[src/rtl/latch_bank_pkg.sv]
// Shared types and default sizing for the latch bank sequencer.
package latch_bank_pkg;

  typedef enum logic [2:0] {
    IDLE,
    SETUP,
    OPEN,
    HOLD,
    CLR
  } lb_state_e;

  localparam int N_LANES_DEF  = 8;
  localparam int W_DEF        = 8;
  localparam int OPEN_CYC_DEF = 2;

endpackage

[src/rtl/latch_bank_sched_rr_arbiter.sv]
// Combinational round-robin arbiter: the search starts at ptr and wraps modulo N.
module rr_arbiter #(
  parameter int N     = 8,
  parameter int IDX_W = (N > 1) ? $clog2(N) : 1
) (
  input  logic [N-1:0]     req,
  input  logic [IDX_W-1:0] ptr,
  output logic [N-1:0]     gnt,
  output logic [IDX_W-1:0] idx,
  output logic             valid
);

  int               k;
  logic [IDX_W-1:0] k_idx;

  always_comb begin
    gnt   = '0;
    idx   = '0;
    valid = 1'b0;
    k     = 0;
    k_idx = '0;
    for (int i = 0; i < N; i++) begin
      k = int'(ptr) + i;
      if (k >= N) k = k - N;
      k_idx = IDX_W'(k);
      if (!valid && req[k_idx]) begin
        valid      = 1'b1;
        gnt[k_idx] = 1'b1;
        idx        = k_idx;
      end
    end
  end

endmodule

[src/rtl/latch_bank_sched.sv]
// Sequences setup/open/hold write phases and bank-wide clears for a bank of
// level-sensitive latches sharing one data bus; every output is registered.
module latch_bank_sched
  import latch_bank_pkg::*;
#(
  parameter int  N_LANES  = N_LANES_DEF,
  parameter int  W        = W_DEF,
  parameter int  OPEN_CYC = OPEN_CYC_DEF,
  localparam int IDX_W    = (N_LANES > 1) ? $clog2(N_LANES) : 1
) (
  input  logic                 i_clk,
  input  logic                 i_arst_n,
  input  logic [N_LANES-1:0]   i_req,
  input  logic [N_LANES*W-1:0] i_wdata,
  input  logic                 i_clr,
  output logic [N_LANES-1:0]   o_ack,
  output logic                 o_busy,
  output logic [N_LANES-1:0]   o_en,
  output logic [W-1:0]         o_d,
  output logic                 o_lat_rst,
  output logic [IDX_W-1:0]     o_gnt_idx
);

  localparam logic [3:0] CNT_LOAD = 4'(OPEN_CYC - 1);

  lb_state_e          state_q, state_d;
  logic [3:0]         cnt_q, cnt_d;
  logic               clr_sticky_q, clr_sticky_d;
  logic [IDX_W-1:0]   ptr_q, ptr_d;
  logic [N_LANES-1:0] gnt_oh_q, gnt_oh_d;
  logic [IDX_W-1:0]   gnt_idx_d;
  logic [W-1:0]       d_d;
  logic [N_LANES-1:0] en_d, ack_d;
  logic               busy_d, lat_rst_d;

  logic [N_LANES-1:0] arb_gnt;
  logic [IDX_W-1:0]   arb_idx;
  logic               arb_valid;
  logic [W-1:0]       wdata_sel;

  rr_arbiter #(.N(N_LANES), .IDX_W(IDX_W)) u_arb (
    .req   (i_req),
    .ptr   (ptr_q),
    .gnt   (arb_gnt),
    .idx   (arb_idx),
    .valid (arb_valid)
  );

  always_comb begin
    wdata_sel = '0;
    for (int i = 0; i < N_LANES; i++) begin
      if (arb_idx == IDX_W'(i)) wdata_sel = i_wdata[i*W +: W];
    end
  end

  always_ff @(posedge i_clk or negedge i_arst_n) begin
    if (!i_arst_n) state_q <= IDLE;
    else           state_q <= state_d;
  end

  // Outputs are registered from the next-state decode so they line up with the state.
  always_comb begin
    state_d      = state_q;
    cnt_d        = cnt_q;
    clr_sticky_d = clr_sticky_q;
    ptr_d        = ptr_q;
    gnt_oh_d     = gnt_oh_q;
    gnt_idx_d    = o_gnt_idx;
    d_d          = o_d;

    if (i_clr && (state_q == SETUP || state_q == OPEN || state_q == HOLD))
      clr_sticky_d = 1'b1;

    case (state_q)
      IDLE: begin
        if (i_clr || clr_sticky_q) begin
          state_d = CLR;
          cnt_d   = CNT_LOAD;
        end else if (arb_valid) begin
          state_d   = SETUP;
          gnt_oh_d  = arb_gnt;
          gnt_idx_d = arb_idx;
          d_d       = wdata_sel;
          ptr_d     = (arb_idx == IDX_W'(N_LANES - 1)) ? '0 : arb_idx + IDX_W'(1);
        end
      end
      SETUP: begin
        state_d = OPEN;
        cnt_d   = CNT_LOAD;
      end
      OPEN: begin
        if (cnt_q == '0) state_d = HOLD;
        else             cnt_d   = cnt_q - 4'd1;
      end
      HOLD: state_d = IDLE;
      CLR: begin
        if (cnt_q == '0) begin
          state_d      = IDLE;
          clr_sticky_d = 1'b0;
        end else begin
          cnt_d = cnt_q - 4'd1;
        end
      end
      default: state_d = IDLE;
    endcase

    en_d      = (state_d == OPEN) ? gnt_oh_d : '0;
    ack_d     = (state_d == HOLD) ? gnt_oh_d : '0;
    lat_rst_d = (state_d == CLR);
    busy_d    = (state_d != IDLE);
  end

  always_ff @(posedge i_clk or negedge i_arst_n) begin
    if (!i_arst_n) begin
      cnt_q        <= '0;
      clr_sticky_q <= 1'b0;
      ptr_q        <= '0;
      gnt_oh_q     <= '0;
      o_gnt_idx    <= '0;
      o_d          <= '0;
      o_en         <= '0;
      o_ack        <= '0;
      o_lat_rst    <= 1'b0;
      o_busy       <= 1'b0;
    end else begin
      cnt_q        <= cnt_d;
      clr_sticky_q <= clr_sticky_d;
      ptr_q        <= ptr_d;
      gnt_oh_q     <= gnt_oh_d;
      o_gnt_idx    <= gnt_idx_d;
      o_d          <= d_d;
      o_en         <= en_d;
      o_ack        <= ack_d;
      o_lat_rst    <= lat_rst_d;
      o_busy       <= busy_d;
    end
  end

endmodule

[config.mk]
export PLATFORM = sky130hd
export DESIGN_NAME = latch_bank_sched
export DESIGN_NICKNAME = d
export VERILOG_FILES = /design/src/rtl/latch_bank_pkg.sv /design/src/rtl/latch_bank_sched_rr_arbiter.sv /design/src/rtl/latch_bank_sched.sv
export SDC_FILE = /design/constraint.sdc
export NUM_CORES = 1
export LEC_CHECK = 0
export ABC_AREA = 1
export ABC_CLOCK_PERIOD_IN_PS = 9700
export CORE_MARGIN = 2
export CORE_UTILIZATION = 39
export CTS_BUF_LIST = sky130_fd_sc_hd__clkbuf_8
export DETAILED_ROUTE_END_ITERATION = 6
export GPL_TIMING_DRIVEN = 1
export PLACE_DENSITY = 0.67
export SYNTH_ARGS = -nofsm -noshare
export SYNTH_HDL_FRONTEND = slang
export SYNTH_SLANG_ARGS = --single-unit
[constraint.sdc]
create_clock -name i_clk -period 9.7 [get_ports i_clk]
set_input_delay 1.94 -clock i_clk [delete_from_list [all_inputs] [get_ports i_clk]]
set_output_delay 1.94 -clock i_clk [all_outputs]
set_load 0.05 [all_outputs]
== Yosys cells after proc, flatten, opt, wreduce, memory -nomap -nowiden ==
Index checks and enable logic that the tools add are counted.

* Equality and inequality tests: 16
* $lt $le $gt $ge: 24
* Bitwise logic cells: 8
* Add/sub/neg operators: 17
* Muxes and demuxes: 89
* Reductions and logical operators: 34

{| class="wikitable"
|+ Operator list
! kind !! count
|-
| two-way mux 8 bit || 21
|-
| two-way mux 3 bit || 21
|-
| bitwise OR 8 bit || 7
|-
| less-than comparator 3 x 4 -> 1 bit (second input constant) || 8
|-
| >= comparator 4 bit (second input constant) || 7
|-
| two-way mux 1 bit || 27
|-
| binary-select mux 1 bit (select 3 bit) || 8
|-
| demux 1 bit (select 3 bit) || 8
|-
| >= comparator 3 x 1 -> 1 bit (second input constant) || 8
|-
| subtractor 3 x 1 -> 3 bit (second input constant) || 8
|-
| equality test 3 x 2 -> 1 bit (second input constant) || 6
|-
| equality test 3 bit (second input constant) || 6
|-
| adder 3 x 3 -> 4 bit (second input constant) || 4
|-
| logical AND 1 bit || 16
|-
| one-hot mux 3 bit (4 select lines) || 1
|-
| one-hot mux 4 bit (3 select lines) || 1
|-
| adder 3 x 2 -> 4 bit (second input constant) || 2
|-
| two-way mux 4 bit || 2
|-
| zero test 1 bit || 7
|-
| equality test 3 x 1 -> 1 bit (second input constant) || 2
|-
| zero test 3 bit || 2
|-
| AND reduction 3 bit || 2
|-
| nonzero test 3 bit || 2
|-
| adder 3 x 1 -> 4 bit (second input constant) || 1
|-
| 8 further kinds || 11
|}

* Output and inout port bits: 29
* Bits in registers: 48
* Logic and storage cells: 199
* Input port bits: 75

== Logic depth before layout (Yosys ltp) ==
Gate-level depths: netlist (run 1).

* Word-level depth: 35
* Depth in mapped cells: 32
* Gate-level depth less buffers: 29

== Cells and area by module ==
Synthesis (run 1) repeated with hierarchy kept, for this count alone.

* Cells, all modules: 682
* Area total of the unflattened synthesis: 4,227.8 µm²

{| class="wikitable"
|+ By module, submodules not included
! module !! instances !! seq. area each (µm²) !! area each (µm²) !! cells an instance
|-
| latch_bank_sched || 1 || 1,201.2 || 2,676.3 || 377
|-
| rr_arbiter || 1 || 0.0 || 1,551.5 || 305
|}

== Least setup slack after synthesis (run 1) ==
OpenSTA, ideal clock, no wires.

* Path type: input to register
* Start: input port i_req[7]
* End: register o_d[5]
* Library setup time: 116 ps
* Stages: 24
* Data required time: 9,584 ps
* Buffers on the path: 1
* Arrival time: 4,560 ps
* Setup slack: 5,024 ps
* Path through: nand2_1 nand3_1 nand3_1 nand2_2 nor2_4 inv_1 nor2_1 inv_1 nor2_1 nand2_1 inv_1 a211oi_1 o22ai_1 inv_1 ha_1 clkinv_1 nor2_2 inv_2 buf_2 or2_1 nand2_1 nand2_1 nand2_1 nand2_1

* Longest elaborated chain between the ends: 33
* Elaborated cells on any way between the ends: 63
* Those cells by class: eq/ne (7); mux (40); reduce/logical (16)

{| class="wikitable"
|+ RTL lines
! what !! RTL line !! text
|-
| from (decl) || latch_bank_sched.sv:13 || <nowiki>input logic [N_LANES-1:0] i_req,</nowiki>
|-
| binary-select mux 1 bit (select 3 bit) || latch_bank_sched_rr_arbiter.sv:26 || <nowiki>if (!valid && req[k_idx]) begin</nowiki>
|-
| two-way mux 1 bit (implied by the code) || latch_bank_sched_rr_arbiter.sv:26 ||
|-
| two-way mux 1 bit || latch_bank_sched_rr_arbiter.sv:26 ||
|-
| zero test 1 bit || latch_bank_sched_rr_arbiter.sv:26 ||
|-
| logical AND 1 bit || latch_bank_sched_rr_arbiter.sv:26 ||
|-
| two-way mux 1 bit || latch_bank_sched_rr_arbiter.sv:26 ||
|-
| zero test 1 bit || latch_bank_sched_rr_arbiter.sv:26 ||
|-
| logical AND 1 bit || latch_bank_sched_rr_arbiter.sv:26 ||
|-
| (+12 left out) || -- ||
|-
| two-way mux 1 bit || latch_bank_sched_rr_arbiter.sv:26 ||
|-
| zero test 1 bit || latch_bank_sched_rr_arbiter.sv:26 ||
|-
| logical AND 1 bit || latch_bank_sched_rr_arbiter.sv:26 ||
|-
| two-way mux 3 bit (*) || latch_bank_sched_rr_arbiter.sv:26 ||
|-
| net arb_idx[1] || latch_bank_sched.sv:37 || <nowiki>logic [IDX_W-1:0] arb_idx;</nowiki>
|-
| zero test 3 bit || latch_bank_sched.sv:52 || <nowiki>if (arb_idx == IDX_W'(i)) wdata_sel = i_wdata[i*W +: W];</nowiki>
|-
| two-way mux 8 bit (7 in a row) || latch_bank_sched.sv:52 ||
|-
| two-way mux 8 bit (*) || latch_bank_sched.sv:52 ||
|-
| to (signal assigned) || latch_bank_sched.sv:120 || <nowiki>o_d <= '0;</nowiki>
|-
| to (signal assigned) || latch_bank_sched.sv:131 || <nowiki>o_d <= d_d;</nowiki>
|-
| to (decl) || latch_bank_sched.sv:19 || <nowiki>output logic [W-1:0] o_d,</nowiki>
|}

Mark *: on every way through the listed nets, which the timed path passes. The rest lies on a longest branch. The select of a mux whose other input is x is not followed.
A chain may end at the register's enable or synchronous reset.

== Worst setup path in the final report (run 1) ==
* Start: register ptr_q[0]
* End: register o_d[3]

* Longest elaborated chain between the ends: 35
* Elaborated cells on any way between the ends: 94
* Those cells by class: add/sub (15); order compare (8); eq/ne (7); mux (48); reduce/logical (16)

{| class="wikitable"
|+ RTL lines
! what !! RTL line !! text
|-
| from (decl) || latch_bank_sched.sv:29 || <nowiki>logic [IDX_W-1:0] ptr_q, ptr_d;</nowiki>
|-
| from (signal assigned) || latch_bank_sched.sv:128 || <nowiki>ptr_q <= ptr_d;</nowiki>
|-
| branches (longest 25 deep; another with adder 3 x 1 -> 4 bit) || -- ||
|-
| two-way mux 3 bit (*) || latch_bank_sched_rr_arbiter.sv:26 ||
|-
| net arb_idx[1] || latch_bank_sched.sv:37 ||
|-
| zero test 3 bit || latch_bank_sched.sv:52 ||
|-
| two-way mux 8 bit (7 in a row) || latch_bank_sched.sv:52 ||
|-
| two-way mux 8 bit (*) || latch_bank_sched.sv:52 ||
|}

Mark *: on every way through the listed nets, which the timed path passes. The select of a mux whose other input is x is not followed.

==> results of run 1 <==
critical path: stages, from the launching register on:
cell      delay, ps
dfrtp_1         830
inv_2           360
ha_1            720
inv_1           360
nand3_1         220
nand3_1         130
nand2_1         190
nor2_4           50
inv_1            90
nor2_1           70
inv_1            80
nor2_1           60
nand2_1         220
inv_1           100
a211oi_1        290
o22ai_1         180
inv_1           140
ha_1            210
clkinv_1        310
nor2_2          290
inv_2           130
or2_2           290
nand2_1          70
nand2_1          50
nand2_1          60
a21oi_1          50
flip-flops by register name, indices dropped and copies added (netlist names), 3 cells and up, named ones only:
signal	count
o_ack	8
o_d	8
o_en	8
gnt_oh_q	7
cnt_q	4
o_gnt_idx	3
ptr_q	3
state_q	3
cell families (layout without fill, tap and decap cells):
kind of cell	count (synthesis)	after routing	share of synthesized area
buffers and inverters	105	199	0.110
flip-flops	48	48	0.312
AO/OA/AOI/OAI	83	83	0.136
AND/OR/NAND/NOR	338	338	0.389
XOR/XNOR	3	3	0.0107
adder cells (fa/ha/maj)	13	13	0.0422
layer usage:
metal / up-vias / wire [um] / share of wire / GRT usage
li1: 2094 / - / - / -
met1: 1885 / 4890 / 0.44 / 0.279
met2: 187 / 5290 / 0.48 / 0.358
met3: 21 / 692 / 0.062 / 0.0316
met4: 0 / 250 / 0.022 / 0.0800
met5: - / 0 / 0 / 0
layout make-up:
cell class                 count  area share
clock inverter                 3     0.00841
clock buffer                   5      0.0136
sequential                    48       0.237
inverter                      88      0.0653
multi-input combinational    437       0.440
tap                          133      0.0329
timing repair buffer         103       0.203
cells in the mapped netlist, types with 2 or more instances:
cell type / number / area share
nand4_1: 5 / 0.0081
buf_4: 3 / 0.0058
nor2_4: 2 / 0.0058
nand3_2: 3 / 0.0078
nor2_1: 59 / 0.058
or2_2: 9 / 0.015
dfrtp_1: 48 / 0.31
a211oi_1: 3 / 0.0058
nand2_2: 6 / 0.0098
nor3_1: 13 / 0.017
nand2_1: 171 / 0.17
buf_2: 4 / 0.0052
o21ai_1: 6 / 0.0078
a221oi_1: 11 / 0.025
ha_1: 13 / 0.042
inv_1: 74 / 0.072
nor2_2: 4 / 0.0065
o21ai_0: 26 / 0.034
buf_6: 2 / 0.0058
a31oi_1: 5 / 0.0081
buf_1: 2 / 0.0020
a21oi_1: 11 / 0.014
clkbuf_1: 6 / 0.0058
nand3_1: 58 / 0.075
inv_2: 13 / 0.013
o211ai_1: 9 / 0.018
o22ai_1: 7 / 0.011
layout by cell type (no fill, tap or decap), types with 2 or more instances in the layout:
cell type        Yosys  final
nand2_1            171    171
clkdlybuf4s50_1      0    102
inv_1               74     74
nor2_1              59     59
nand3_1             58     58
dfrtp_1             48     48
o21ai_0             26     26
inv_2               13     13
nor3_1              13     13
ha_1                13     13
a21oi_1             11     11
a221oi_1            11     11
o211ai_1             9      9
or2_2                9      9
o22ai_1              7      7
nand2_2              6      6
o21ai_1              6      6
a31oi_1              5      5
nand4_1              5      5
clkbuf_8             0      5
nor2_2               4      4
nand3_2              3      3
a211oi_1             3      3
nor2_4               2      2
stage by stage:
stage          hold WS (ps)  std cells  utilization  setup WS (ps)
2_1_floorplan           459        590            -           5020
3_3_place_gp            466        809        0.511           4120
3_5_place_dp            478        809        0.511           3920
4_1_cts                 504        817        0.522           4090
5_1_grt                 535        817        0.522           3440
6_report                501        817        0.522           4010
worst paths after layout:
check,from,cells after the start,end
setup / recovery,ptr_q[0],25,o_d[3]
setup reg to reg,ptr_q[0],25,o_d[3]
hold / removal,o_gnt_idx[0],2,o_gnt_idx[0]
max in group asynchronous,i_arst_n,1,o_ack[0]
hold reg to reg,o_gnt_idx[0],2,o_gnt_idx[0]
min in group asynchronous,i_arst_n,1,gnt_oh_q[3]
==> flow_summary.toml, run 1 <==
[sta]
drv_slew = 0
hold_viol = 0
clock.fmax_mhz = 176
fin_crit_sh = 0.586
slew_headroom = 0.299
tns_ps = 0
period_needed_ps = 5690
rsz0062_at_grt = "false"
finClkSkew_ps = 8.66
worst_pin_slew_ps = 1050
setup_viol = 0

[final_layout]
design_area_mm2 = 0.00506
drive_gt1_frac = 0.0775
syn_to_final_growth_pct = 31.4
nets = 771
ff_latch_area_mm2 = 0.00120
fillers = 978
multiInputGateArea_mm2 = 0.00222
antenna_cells = 0

[global_routing]
groute.usage.overall = 0.214
grt_pass1_vias = 4011
grt_max_degree = 49
grt_pass1_wl_um = 18400
antenna_found_initial = 0
grt_overflow = 0

[critical_path]
cp_max_fo = 23
startpoint_type = "flip-flop"
crit_arrival_ps = 5880
rrSetupSlack_ps = 4010
crit_path_end_kind = "flip-flop"
worstSetupPathType = "flip-flop to flip-flop"
required_ps = 9890

[die]
dieArea_mm2 = 0.0107
die_x_um = 103
start_util = 0.398
die_height_um = 103
rows = 36
ios = 104
core_mm2 = 0.00968

[run]
drv_cap = 0

[drt]
routed_wl_um = 11100
remaining_drc_errors = 0
drt_first_pass_iters = 5
drt_iter0_drc = 250
post_drt_wl_per_cell_um = 13.6
dr_total_vias = 4187
ant_nets = 0
viasPerCell = 5.12

[synth]
synth_cells = 590
synth_edf_count = 0
syn_area_mm2 = 0.00385
yosys_register_bits = 48
syn_avg_cell_area_um2 = 6.53
ys_seq_area_frac = 0.312
ys.flop_type = "dfrtp_1"
yosys.cell_types.count = 44
ys.warnings.count = 0
async_flop_share = 1.00
syn_nets = 678

[clock_network]
cts_made_buffers = 5
htree_levels = 2
cts_buffer_depth = 2
clk_transition_reported_paths_ps = 90
cts-hold-fix-buffers = 0
tritoncts = "done"
insertion_delay_ps = 300
cts_resized = 0
cts-root-buf = "clkbuf_8"
cts_setup_buffers = 0
cts_sinks = 48

[placement]
place_congestion = 0.945
post_dp_cell_area_mm2 = 0.00495
port_buffers = 103
dpl.hpwl_um = 8820

[min_path]
worstHoldPathType = "flip-flop to flip-flop"

[run_status]
outcome = "complete, no violations"
Power of run 1 is not shown: default switching activity piles up to over one toggle a cycle in this logic, so the estimate is an artifact.
==> run 2, diff against run 1 <==
- ABC_CLOCK_PERIOD_IN_PS: 9700 -> 5800
- clock period: 9.7 -> 5.8 ns (I/O delays scaled with it)
==> run 2 against run 1 <==
Utilization grew 0.17 points; critical path depth is 1 lower; worst hold slack lost 4.0 ps; wire length is 1.8% lower; first-iteration DRC count rose by 13%; non-clock buffer count is 4 higher; clock-buffer cell count increased by 1; critical path type is now input port to flip-flop.
==> flow_summary.toml, run 2 (synthesis results as in run 1) <==
[run_status]
outcome = "complete, no violations"

[drt]
remaining_drc_errors = 0
post_drt_wl_per_cell_um = 13.3
viasPerCell = 5.05
drt_first_pass_iters = 6
dr_total_vias = 4148
routed_wl_um = 10900
ant_nets = 0
drt_iter0_drc = 282

[global_routing]
grt_overflow = 0
grt_pass1_vias = 3897
antenna_found_initial = 0
grt_max_degree = 49
groute.usage.overall = 0.212
grt_pass1_wl_um = 18200

[critical_path]
crit_path_frequent_cell = "nand2_1"
r2r_start = "ptr_q[1]"
required_ps = 5970
startpoint_type = "input port"
r2r_end = "o_d[2]"
worstSetupPathType = "input port to flip-flop"
crit_arrival_ps = 4750
crit_path_end_kind = "flip-flop"
cp_max_fo = 14
rrSetupSlack_ps = 1270
slowest_stage = "clkdlybuf4s50_1"
worstPathCellList = "clkdlybuf4s50_1 > nand2_1 > nand3_1 > nand3_1 > nand2_1 > nor2_4 > inv_1 > nor2_1 > inv_1 > nor2_1 > nand2_1 > inv_1 > a211oi_1 > o22ai_1 > inv_1 > ha_1 > clkinv_1 > nor2_2 > inv_2 > or2_2 > nand2_1 > nand2_1 > nand2_1 > nand2_1"
reg2reg_depth = 25
crit_path_max_incr_delay_ps = 480

[placement]
dpl.hpwl_um = 8840
place_congestion = 0.952
port_buffers = 103

[die]
rows = 36
die_x_um = 103
start_util = 0.398
ios = 104
core_mm2 = 0.00968
dieArea_mm2 = 0.0107
die_height_um = 103

[sta]
finClkSkew_ps = 6.27
clock.fmax_mhz = 218
worst_pin_slew_ps = 1020
setup_viol = 0
drv_slew = 0
tns_ps = 0
hold_viol = 0
period_needed_ps = 4580
rsz0062_at_grt = "false"
fin_crit_sh = 0.789
slew_headroom = 0.320

[final_layout]
reg_top3 = "o_ack: 8 flops, o_d: 8 flops, o_en: 8 flops"
fillers = 968
ff_latch_area_mm2 = 0.00120
multiInputGateArea_mm2 = 0.00222
nets = 775
final_common_cell = "nand2_1"
final_cell_mix = "171 x nand2_1, 102 x clkdlybuf4s50_1, 74 x inv_1"
syn_to_final_growth_pct = 31.8
drive_gt1_frac = 0.0828
antenna_cells = 0

[min_path]
min-delay-start = "cnt_q[0]"
worstHoldPathCells = 1
worstHoldPathType = "flip-flop to flip-flop"
hold-path-endpoint = "cnt_q[0]"

[clock_network]
insertion_delay_ps = 290
tritoncts = "done"
htree_levels = 2
cts-hold-fix-buffers = 0
cts_setup_buffers = 0
cts_resized = 0
cts_buffer_depth = 2
clk_transition_reported_paths_ps = 90
cts_made_buffers = 5
cts-root-buf = "clkbuf_8"
cts_sinks = 48

[run]
drv_cap = 0
-- run 2: how the worst max path moves through the flow --
| stage | endpoint | cells past startpoint | from | slack, ps |
|---|---|---|---|---|
| finish | o_d[2] | 24 | i_req[0] | 1220 |
| global route | o_d[3] | 24 | i_req[5] | 810 |
| CTS | o_d[2] | 24 | i_req[2] | 1240 |
| detailed placement | o_d[2] | 24 | i_req[0] | 940 |
| global placement | o_d[3] | 24 | i_req[3] | 1050 |
| floorplan | o_d[6] | 29 | ptr_q[0] | 1760 |
-- run 2: through the flow --
step | area, um2 | worst slack, ps | cells | util | hold slack, ps
floorplan | 3850 | 1760 | 590 | - | 459
global placement | 4980 | 1050 | 813 | 0.514 | 469
detailed placement | 4980 | 939 | 813 | 0.514 | 493
CTS | 5070 | 1240 | 821 | 0.524 | 505
global route | 5070 | 809 | 821 | 0.524 | 556
finish | 5070 | 1220 | 821 | 0.524 | 497
-- run 2: worst max-delay path: cells and delay by family --
| family | cells | cell delay [ps] |
|---|---|---|
| and+or+nand+nor | 14 | 1660 |
| AOI/OAI and AO/OA | 2 | 440 |
| buffers and inverters | 7 | 1280 |
| adders and majority gates | 1 | 200 |
-- run 2: layer usage --
metal,up-vias,wire (um),global-route usage
met4,0,216,0.0435
met5,-,0,0
met1,1855,4780,0.285
li1,2101,-,-
met3,23,828,0.0403
met2,169,5100,0.358
-- run 2: cell type report --
| class | instances | share of cell area |
|---|---|---|
| Multi-Input combinational cell | 437 | 0.438 |
| Sequential cell | 48 | 0.237 |
| Timing Repair Buffer | 107 | 0.208 |
| Inverter | 88 | 0.0651 |
| Tap cell | 133 | 0.0328 |
| Clock buffer | 6 | 0.0163 |
| Clock inverter | 2 | 0.00296 |
Power of run 2 is left out for the same reason.
==> run 3, diff against run 2 <==
- ABC_CLOCK_PERIOD_IN_PS: 5800 -> 3920
- PLACE_DENSITY: 0.67 -> 0.69
- clock period: 5.8 -> 3.92 ns (I/O delays scaled with it)
==> run 3 against run 2 <==
Clock skew hardly changed; critical path depth increased by 4; sequential share of layout area down 2.1 points; critical path type unchanged; critical endpoint is now o_d[7]; highest routed layer unchanged; cell count is 6.5% higher.
==> flow_summary.toml, run 3 (synthesis results as in run 1) <==
[sta]
fin_ws_ps = 109
setup_viol = 0
hold_viol = 0
fin_crit_sh = 0.972
period_needed_ps = 3810
worst_pin_slew_ps = 1020
slew_headroom = 0.318
finClkSkew_ps = 6.14
drv_slew = 0
clock.fmax_mhz = 262

[die]
rows = 36
dieArea_mm2 = 0.0107
core_mm2 = 0.00968
die_x_um = 103
ios = 104
start_util = 0.398
die_height_um = 103

[clock_network]
htree_levels = 2
clk_transition_reported_paths_ps = 90
cts-root-buf = "clkbuf_8"
tritoncts = "done"
insertion_delay_ps = 300
cts_made_buffers = 5
cts_buffer_depth = 2
cts_sinks = 48

[run]
drv_cap = 0

[drt]
viasPerCell = 4.98
ant_nets = 0
drt_first_pass_iters = 5
routed_wl_um = 11600
post_drt_wl_per_cell_um = 13.3
remaining_drc_errors = 0
drt_iter0_drc = 257
dr_total_vias = 4350

[final_layout]
fillers = 943
final_core_util = 0.576
reg_top3 = "o_ack: 8 flops, o_d: 8 flops, o_en: 8 flops"
antenna_cells = 0
final_common_cell = "nand2_1"
nets = 828
design_area_mm2 = 0.00558
final_cells = 874
syn_to_final_growth_pct = 45.0
final_cell_mix = "167 x nand2_1, 102 x clkdlybuf4s50_1, 70 x inv_1"
drive_gt1_frac = 0.178

[global_routing]
grt_pass1_wl_um = 18600
grt_overflow = 0
antenna_found_initial = 0
grt_pass1_vias = 4134
grt_max_degree = 49
groute.usage.overall = 0.218

[min_path]
worstHoldPathType = "flip-flop to flip-flop"

[critical_path]
worstSetupPathType = "input port to flip-flop"
startpoint_type = "input port"
crit_path_end_kind = "flip-flop"
cp_max_fo = 8
crit_arrival_ps = 4060
required_ps = 4170

[placement]
place_congestion = 0.953
dp_cells = 864
post_dp_cell_area_mm2 = 0.00540
port_buffers = 103
dpl.hpwl_um = 9350
pre_cts_ws_ps = -220

[run_status]
outcome = "complete, no violations"
[run 3: repair_timing]
item / in CTS / in global routing
endpoints found under the setup margin: 0 / 9
hold buffers: 0 / 0
setup buffers: 0 / 2
gates resized for setup: 0 / 23
[run 3: worst max-delay path, stage by stage]
cell and delay, ps:
clkdlybuf4s50_1 490, nand2_1 100, nand3_1 130, nand2_1 80, nand2_1 60, nand2_1 90, buf_4 160, nand4_2 100
nor2_2 60, nand2_2 90, o21ai_0 100, a211oi_1 310, o22ai_2 150, inv_2 90, ha_2 210, clkinv_2 90
buf_12 140, nor2_8 130, nand2_1 60, nand2_1 80, nand2_1 60, nand3_1 100, nand3_1 120, nand2_1 80
nand2_1 50, nand2_1 50, nand2_1 50, nand2_1 50
[run 3: layout make-up]
type	count	area [um2]	share of cell area
clock buffers	6	82.6	0.0148
inverters	88	332	0.0594
flip-flops and latches	48	1200	0.215
repair buffers	160	1480	0.265
well taps	133	166	0.0298
clock inverters	2	11.3	0.00202
multi-input cells	437	2310	0.414
[run 3: per-layer routing]
layer | GRT usage | up-vias | wire length (um)
li1 | - | 2206 | -
met1 | 0.287 | 1957 | 5080
met2 | 0.366 | 168 | 5620
met3 | 0.0323 | 19 | 699
met4 | 0.0739 | 0 | 189
met5 | 0 | - | 0
[run 3: stage by stage]
| step | setup TNS [ps] | hold WS (ps) |
|---|---|---|
| 2_1_floorplan | 0 | 459 |
| 3_3_place_gp | -631 | 466 |
| 3_5_place_dp | -1490 | 482 |
| 4_1_cts | 0 | 511 |
| 5_1_grt | -537 | 562 |
| 6_report | 0 | 510 |
[run 3: final timing paths]
kind | slack [ps] | end | cells past startpoint | from
min | 510 | o_gnt_idx[2] | 2 | o_gnt_idx[2]
min in group asynchronous | 650 | gnt_oh_q[1] | 1 | i_arst_n
max in group asynchronous | 2640 | cnt_q[1] | 1 | i_arst_n
max | 110 | o_d[7] | 28 | i_req[3]
min reg2reg | 510 | o_gnt_idx[2] | 2 | o_gnt_idx[2]
max reg2reg | 230 | o_d[7] | 28 | ptr_q[0]
Power of run 3 is left out for the same reason.
